<file path="src/rtl/gpr_wb_pkg.sv">
`default_nettype none
// ============================================================================
// Module   : gpr_wb_pkg
// Brief    : Shared constants, types and helpers for the GPR writeback arbiter.
// Revision : 1.0 - initial release
// ============================================================================
package gpr_wb_pkg;

  localparam int REG_ADDR_W     = 5;
  localparam int XLEN_DEFAULT   = 32;
  localparam int NUM_GPRS_RV32E = 16;
  localparam int NUM_GPRS_RV32I = 32;

  typedef struct packed {
    logic [REG_ADDR_W-1:0]   addr;
    logic [XLEN_DEFAULT-1:0] data;
  } wb_req_t;

  function automatic logic is_legal_gpr(input logic [REG_ADDR_W-1:0] addr,
                                        input int unsigned num_gprs);
    return ({{(32-REG_ADDR_W){1'b0}}, addr} < num_gprs);
  endfunction

endpackage
`default_nettype wire

</file>
<file path="src/rtl/gpr_wb_arbiter_rr.sv">
`default_nettype none
// ============================================================================
// Module   : gpr_rr_arbiter
// Brief    : Combinational round-robin picker: first valid at or after ptr.
// Revision : 1.0 - initial release
// ============================================================================
module gpr_rr_arbiter #(
  parameter int N     = 3,
  parameter int IDX_W = (N > 1) ? $clog2(N) : 1
) (
  input  logic [N-1:0]     valid,
  input  logic [IDX_W-1:0] ptr,
  output logic [N-1:0]     grant,
  output logic [IDX_W-1:0] grant_idx,
  output logic             grant_valid
);

  always_comb begin
    int j;
    grant       = '0;
    grant_idx   = '0;
    grant_valid = 1'b0;
    j           = 0;
    for (int i = 0; i < N; i++) begin
      j = int'(ptr) + i;
      if (j >= N) j = j - N;
      if (!grant_valid && valid[j]) begin
        grant_valid = 1'b1;
        grant[j]    = 1'b1;
        grant_idx   = IDX_W'(j);
      end
    end
  end

endmodule
`default_nettype wire

</file>
<file path="src/rtl/gpr_wb_arbiter.sv">
`default_nettype none
// ============================================================================
// Module   : gpr_wb_arbiter
// Brief    : Round-robin arbiter sharing the GPR write port, registered output.
//            Optional per-requester conflict counters: GPR_WB_ARB_PERF_EN.
// Revision : 1.0 - initial release
// ============================================================================
module gpr_wb_arbiter
  import gpr_wb_pkg::*;
#(
  parameter int NUM_REQ  = 3,
  parameter int NUM_GPRS = NUM_GPRS_RV32E,
  parameter int XLEN     = XLEN_DEFAULT
) (
  input  logic                          clk,
  input  logic                          resetn,
  input  logic [NUM_REQ-1:0]            req_valid,
  output logic [NUM_REQ-1:0]            req_ready,
  input  logic [NUM_REQ*REG_ADDR_W-1:0] req_addr,
  input  logic [NUM_REQ*XLEN-1:0]       req_data,
  input  logic                          rf_stall,
  output logic                          rf_wr_en,
  output logic [REG_ADDR_W-1:0]         rf_wr_addr,
  output logic [XLEN-1:0]               rf_wr_data,
  output logic [$clog2(NUM_REQ)-1:0]    grant_id,
  output logic                          illegal_wr
`ifdef GPR_WB_ARB_PERF_EN
  ,
  output logic [NUM_REQ*32-1:0]         conflict_cnt
`endif
);

  localparam int IDX_W = $clog2(NUM_REQ);

  logic [IDX_W-1:0]      r_ptr;
  logic [NUM_REQ-1:0]    w_cand;
  logic [NUM_REQ-1:0]    w_grant;
  logic [IDX_W-1:0]      w_grant_idx;
  logic                  w_hs;
  logic [REG_ADDR_W-1:0] w_sel_addr;
  logic [XLEN-1:0]       w_sel_data;
  logic                  w_legal;
  logic                  w_commit;

  // Stall removes every candidate, so it blocks grants and freezes ptr together.
  assign w_cand = rf_stall ? '0 : req_valid;

  gpr_rr_arbiter #(
    .N     (NUM_REQ),
    .IDX_W (IDX_W)
  ) u_rr (
    .valid       (w_cand),
    .ptr         (r_ptr),
    .grant       (w_grant),
    .grant_idx   (w_grant_idx),
    .grant_valid (w_hs)
  );

  assign req_ready  = resetn ? w_grant : '0;
  assign w_sel_addr = req_addr[int'(w_grant_idx)*REG_ADDR_W +: REG_ADDR_W];
  assign w_sel_data = req_data[int'(w_grant_idx)*XLEN +: XLEN];
  assign w_legal    = is_legal_gpr(w_sel_addr, NUM_GPRS);
  assign w_commit   = w_legal && (w_sel_addr != '0);

  always_ff @(posedge clk or negedge resetn) begin
    if (!resetn) begin
      r_ptr      <= '0;
      rf_wr_en   <= 1'b0;
      rf_wr_addr <= '0;
      rf_wr_data <= '0;
      grant_id   <= '0;
      illegal_wr <= 1'b0;
    end else if (w_hs) begin
      r_ptr    <= (w_grant_idx == IDX_W'(NUM_REQ-1)) ? '0 : w_grant_idx + 1'b1;
      grant_id <= w_grant_idx;
      rf_wr_en <= w_commit;
      // Dropped writes leave addr/data untouched so the bus holds its last beat.
      if (w_commit) begin
        rf_wr_addr <= w_sel_addr;
        rf_wr_data <= w_sel_data;
      end
      if (!w_legal) illegal_wr <= 1'b1;
    end else begin
      rf_wr_en <= 1'b0;
    end
  end

`ifdef GPR_WB_ARB_PERF_EN
  for (genvar gi = 0; gi < NUM_REQ; gi++) begin : g_perf
    logic [31:0] r_cnt;
    always_ff @(posedge clk or negedge resetn) begin
      if (!resetn) begin
        r_cnt <= '0;
      end else if (req_valid[gi] && !req_ready[gi] && !rf_stall && (r_cnt != '1)) begin
        r_cnt <= r_cnt + 32'd1;
      end
    end
    assign conflict_cnt[gi*32 +: 32] = r_cnt;
  end
`endif

endmodule
`default_nettype wire

</file>
<file path="config.mk">
export PLATFORM = sky130hd
export DESIGN_NAME = gpr_wb_arbiter
export DESIGN_NICKNAME = d
export VERILOG_FILES = /design/src/rtl/gpr_wb_pkg.sv /design/src/rtl/gpr_wb_arbiter_rr.sv /design/src/rtl/gpr_wb_arbiter.sv
export SDC_FILE = /design/constraint.sdc
export NUM_CORES = 1
export LEC_CHECK = 0
export BUFFER_PORTS_ARGS = -buffer_cell sky130_fd_sc_hd__buf_2
export CAP_MARGIN = 5
export CORE_MARGIN = 5
export CORE_UTILIZATION = 49
export CTS_CLUSTER_SIZE = 25
export DETAILED_ROUTE_END_ITERATION = 8
export GPL_TIMING_DRIVEN = 0
export PLACE_DENSITY = 0.95
export SETUP_SLACK_MARGIN = 0.02
export SLEW_MARGIN = 40
export SYNTH_ARGS = -nofsm -noshare
export SYNTH_HDL_FRONTEND = slang
export SYNTH_SLANG_ARGS = --single-unit
</file>
<file path="constraint.sdc">
create_clock -name clk -period 8.8 [get_ports clk]
set_input_delay 0.44 -clock clk [delete_from_list [all_inputs] [get_ports clk]]
set_output_delay 0.44 -clock clk [all_outputs]
set_load 0.02 [all_outputs]
</file>
; Yosys cells after proc, flatten, opt, wreduce, memory -nomap -nowiden
; Cells that the tools add are included.
[totals]
regBits = 43
inputBits = 117
out_inout_bits = 44
wordCells = 71
[classes]
addsub = 6
multipliers = 1
magnitude_cmp = 10
n_eq_ne = 1
n_shift = 2
n_mux = 31
bitwise_logic = 3
reduce_logical = 11
[op_table]
columns = cell, count
row1 = "32-bit by 1-bit >= comparator with 1-bit output, second input constant", 3
row2 = "32-bit by 4-bit less-than comparator with 1-bit output, second input constant", 3
row3 = 32-bit 2-to-1 mux, 3
row4 = 96-bit by 8-bit variable part select with 32-bit output, 1
row5 = "32-bit by 3-bit >= comparator with 1-bit output, second input constant", 2
row6 = "32-bit by 3-bit subtractor with 32-bit output, second input constant", 2
row7 = 3-bit 2-to-1 mux, 5
row8 = 15-bit by 6-bit variable part select with 5-bit output, 1
row9 = 1-bit 2-to-1 mux, 13
row10 = 2-bit 2-to-1 mux, 4
row11 = 1-bit binary-select mux with 2-bit select, 3
row12 = 1-bit demux with 2-bit select, 3
row13 = 1-bit logical AND, 6
row14 = 3-bit OR, 2
row15 = "5-bit less-than comparator, second input constant", 1
row16 = "2-bit by 3-bit multiplier with 5-bit output, second input constant", 1
row17 = 5-bit nonzero test, 1
row18 = 2-bit AND reduction, 2
row19 = "2-bit by 1-bit adder with 3-bit output, second input constant", 1
row20 = "2-bit by 2-bit adder with 3-bit output, second input constant", 1
row21 = "2-bit by 2-bit subtractor with 3-bit output, second input constant", 1
row22 = "2-bit by 1-bit adder with 2-bit output, second input constant", 1
row23 = "2-bit equality test, second input constant", 1
row24 = "2-bit >= comparator, second input constant", 1
row25 = other kinds (2), 3

; Logic depth before layout (Yosys ltp)
[logic_depth]
depth_word = 17
ltp_mapped = 13
depth_no_buf = 9

; Cells and area by module
; Synthesis repeated with hierarchy kept, for this count alone.
[hier_totals]
cells_unflattened = 275
hier_area_um2 = 2892.8
[by_module_without_submodules]
columns = mod, n_inst, cells_per_inst, area_each_um2, seq_area_each_um2
row1 = gpr_wb_arbiter, 1, 223, 2511.2, 1076.0
row2 = gpr_rr_arbiter, 1, 52, 381.6, 0.0

; Worst setup path before layout
; OpenSTA, ideal clock, no wires.
[synth_timing]
path_kind = flip-flop to flip-flop
startpoint = register r_ptr[0]
endpoint = register rf_wr_data[10]
setup_ns = 0.125
arrival_time_ns = 2.781
required_ns = 8.675
setup_slack_ns = 5.894
path_stages_with_launch = 14
path_buffers = 4
period_less_slack_ns = 2.906
cell_sequence = dfrtp_1 > inv_1 > ha_1 > buf_6 > mux2i_1 > o21a_2 > nor2_2 > or4_1 > buf_2 > a31o_2 > o21a_1 > buf_6 > buf_12 > mux2_4
[synth_between]
elab_chain_len = 17
word_cells_on_any_way = 37
cone_classes = add/sub (5) / mul (1) / order compare (4) / shift (2) / mux (18) / reduce/logical (7)
[synth_lines]
columns = item, line_no
row1 = start: declaration, gpr_wb_arbiter.sv:35  ; logic [IDX_W-1:0] r_ptr;
row2 = start signal: assignment, gpr_wb_arbiter.sv:74  ; r_ptr <= (w_grant_idx == IDX_W'(NUM_REQ-1)) ? '0 : w_grant_idx + 1'b1;
row3 = branches (longest 17 deep; another with 32-bit by 3-bit subtractor with 32-bit output), n/a
row4 = end signal: assignment, gpr_wb_arbiter.sv:80  ; rf_wr_data <= w_sel_data;
row5 = end: declaration, gpr_wb_arbiter.sv:24  ; output logic [XLEN-1:0] rf_wr_data,
; Parallel ways; which one is timed is not known. The select of a mux whose other input is x is not followed.
; A chain may end at the register's enable or synchronous reset.

; Worst setup path after layout
[layout_timing]
startpoint = register r_ptr[0]
endpoint = register rf_wr_data[24]
; The elaborated chain is that of the path after synthesis.

==> flow_metrics.tcl <==
set metrics [dict create \
    grt_antenna_before_repair 0 \
    fmax_ghz 0.291 \
    core_area_sq_mm 0.00592 \
    path_class "flip-flop to flip-flop" \
    crit_fanout 10 \
    synthCells 288 \
    synthDistinctLibCells 45 \
    cpMostUsedCell "clkbuf_1" \
    skew_ns 0.0148 \
    path_clk_slew_ns 0.10 \
    slew_viol_final 0 \
    cts_resized 0 \
    finalSetupViolCount 0 \
    grt-ovfl-total 0 \
    seq_area_frac_synth 0.362 \
    diodes 0 \
    cts_max_path_buffers 2 \
    wl_um 8620 \
    track_usage 0.227 \
    cts.sinks 43 \
    ys_warn_count 0 \
    synth-edff-count 0 \
    drcViolationCount 0 \
    cts_made_buffers 5 \
    ys_ff_latch 43 \
    placementRows 28 \
    period_share 0.390 \
    status "completed" \
    drtPass1Iterations 4 \
    crit_path_max_incr_delay_ns 0.55 \
    drt_iter0_drc 72 \
    area_delta_synth_final_pct 33.1 \
    slew_headroom 0.575 \
    critPathRequiredTime_ns 8.99 \
    finalSetupTns_ns 0 \
    finalHoldViolCount 0 \
    hold_class "input port to async pin" \
    cts_setup_buffers 0 \
    tightest_slew_ns 0.637 \
    gp_congestion 0.846 \
    io_pins 161 \
    die_w_um 87.9 \
    num_vias 2805 \
    layout_common_cells "buf_2 (164), nor2_1 (47), dfrtp_1 (43)" \
    synth_ff_type "dfrtp_1" \
    start_util 0.503 \
    power.density_mw_per_mm2 353 \
    cp-start-kind "flip-flop" \
    cp_slowest_cell "buf_1" \
    synthesis.nets 409 \
    htreeDepth 2 \
    finalHoldWorstSlack_ns 0.119 \
    syn_avg_cell_area_sq_um 10.3 \
    layout_commonest_cell "buf_2" \
    power.total_w 0.00140 \
    hold_buffers 0 \
    netlist_area_sq_mm 0.00298 \
    grt_pass1_wl_um 13800 \
    grt_setup_unrepaired "false" \
    max_cap_violations 0 \
    critPathTopFamily "buffers and inverters" \
    layout-drive-gt1-share 0.475 \
    place.detailed.hpwl_um 6700 \
    p_leak_nw 1.99 \
    cts_tree "done" \
    die_h_um 87.9 \
    finalNetCount 575 \
    finalCriticalPeriod_ns 3.43 \
    grt_max_degree 47 \
    clock_latency_ns 0.31 \
    path_buf_inv 5 \
    endpoint_kind "flip-flop" \
    wl_per_cell_um 16.3 \
    grt_pass1_vias 3001 \
    synthArstFlopShare 1.00 \
    io_buffers 159 \
    clockRootBuffer "clkbuf_8" \
    drtAntennaViolNets 0 \
    peakVddDrop_mv 0.227 \
    arrival_ns 3.62 \
    die_area_sq_mm 0.00773 \
    path_cells "inv_1 -> ha_1 -> buf_6 -> and4bb_1 -> o21a_1 -> o32ai_1 -> clkbuf_1 -> buf_1 -> clkbuf_1 -> a21oi_1 -> mux2_4" \
    n_fill_cell 493 \
    routed_via_density 5.29 \
]
## power breakdown
group	switching [W]	internal, W
logic	0.000474	0.000442
registers	0.0000533	0.000297
clock network	0.0000754	0.0000568
## metrics by stage
stage	instance area, sq um	util	cells	worst slack (ns)
floorplan	2980	-	288	5.89
global placement	3860	0.653	522	5.50
detailed placement	3870	0.653	522	5.36
CTS	3960	0.669	530	5.35
global route	3960	0.669	530	5.12
finish	3960	0.669	530	5.37
## cells by family (layout without fill, tap and decap cells)
logic type | count (synthesis) | count (layout) | share of synthesized area
adders and majority gates | 4 | 4 | 0.0168
and+or+nand+nor | 73 | 73 | 0.120
AOI/OAI and AO/OA | 64 | 64 | 0.130
muxes | 77 | 77 | 0.310
buffers and inverters | 27 | 194 | 0.0618
DFF | 43 | 43 | 0.362
## routing by layer
layer / global-route usage / vias to the layer above / wire length, um
li1: - / 1356 / -
met1: 0.269 / 1345 / 3450
met2: 0.416 / 95 / 4560
met3: 0.0423 / 9 / 527
met4: 0.0642 / 0 / 83
met5: 0 / - / 0
## flip-flops by register name (all words and copies together), names as in the netlist
name and flops:
r_ptr 2, grant_id 2, rf_wr_data 32, rf_wr_addr 5, illegal_wr 1, rf_wr_en 1
## cells in the mapped netlist, types with 2 or more instances
cell       n  share of area
a31o_2     3         0.0088
buf_1      2         0.0025
nand2b_1   4         0.0084
nor3_1     5         0.0084
ha_1       4          0.017
mux2_2     2         0.0076
dfrtp_1   43           0.36
clkbuf_1   7         0.0088
nor2_1    47          0.059
a21oi_1   39          0.066
mux2_1     7          0.026
o21a_1     3         0.0076
o21ai_0    4         0.0067
buf_12     3          0.020
and2_1     3         0.0063
buf_2      6          0.010
mux2i_1   40           0.13
nand2_1    3         0.0038
nand3b_1   2         0.0050
o22ai_1    2         0.0042
mux2_4    28           0.14
a22o_1     2         0.0059
inv_1      5         0.0063
buf_6      3          0.011
## cell type report
class	instances	area [sq um]	share of cell area
multi-input cells	218	1720	0.433
flip-flops and latches	43	1080	0.272
repair buffers	159	798	0.202
plain buffers	22	165	0.0417
well taps	75	93.8	0.0237
clock buffers	5	68.8	0.0174
clock inverters	3	23.8	0.00600
inverters	5	18.8	0.00474
## final timing paths
kind	startpoint	end	slack, ns	depth (start not counted)
hold / removal	resetn	rf_wr_data[28]	0.12	1
hold reg to reg	illegal_wr	illegal_wr	0.49	1
setup reg to reg	r_ptr[0]	rf_wr_data[24]	5.37	11
min in group clk	req_addr[14]	illegal_wr	0.45	3
setup / recovery	r_ptr[0]	rf_wr_data[24]	5.37	11
max in group asynchronous	resetn	rf_wr_data[3]	8.29	1
(Power assumes the default switching activity.)
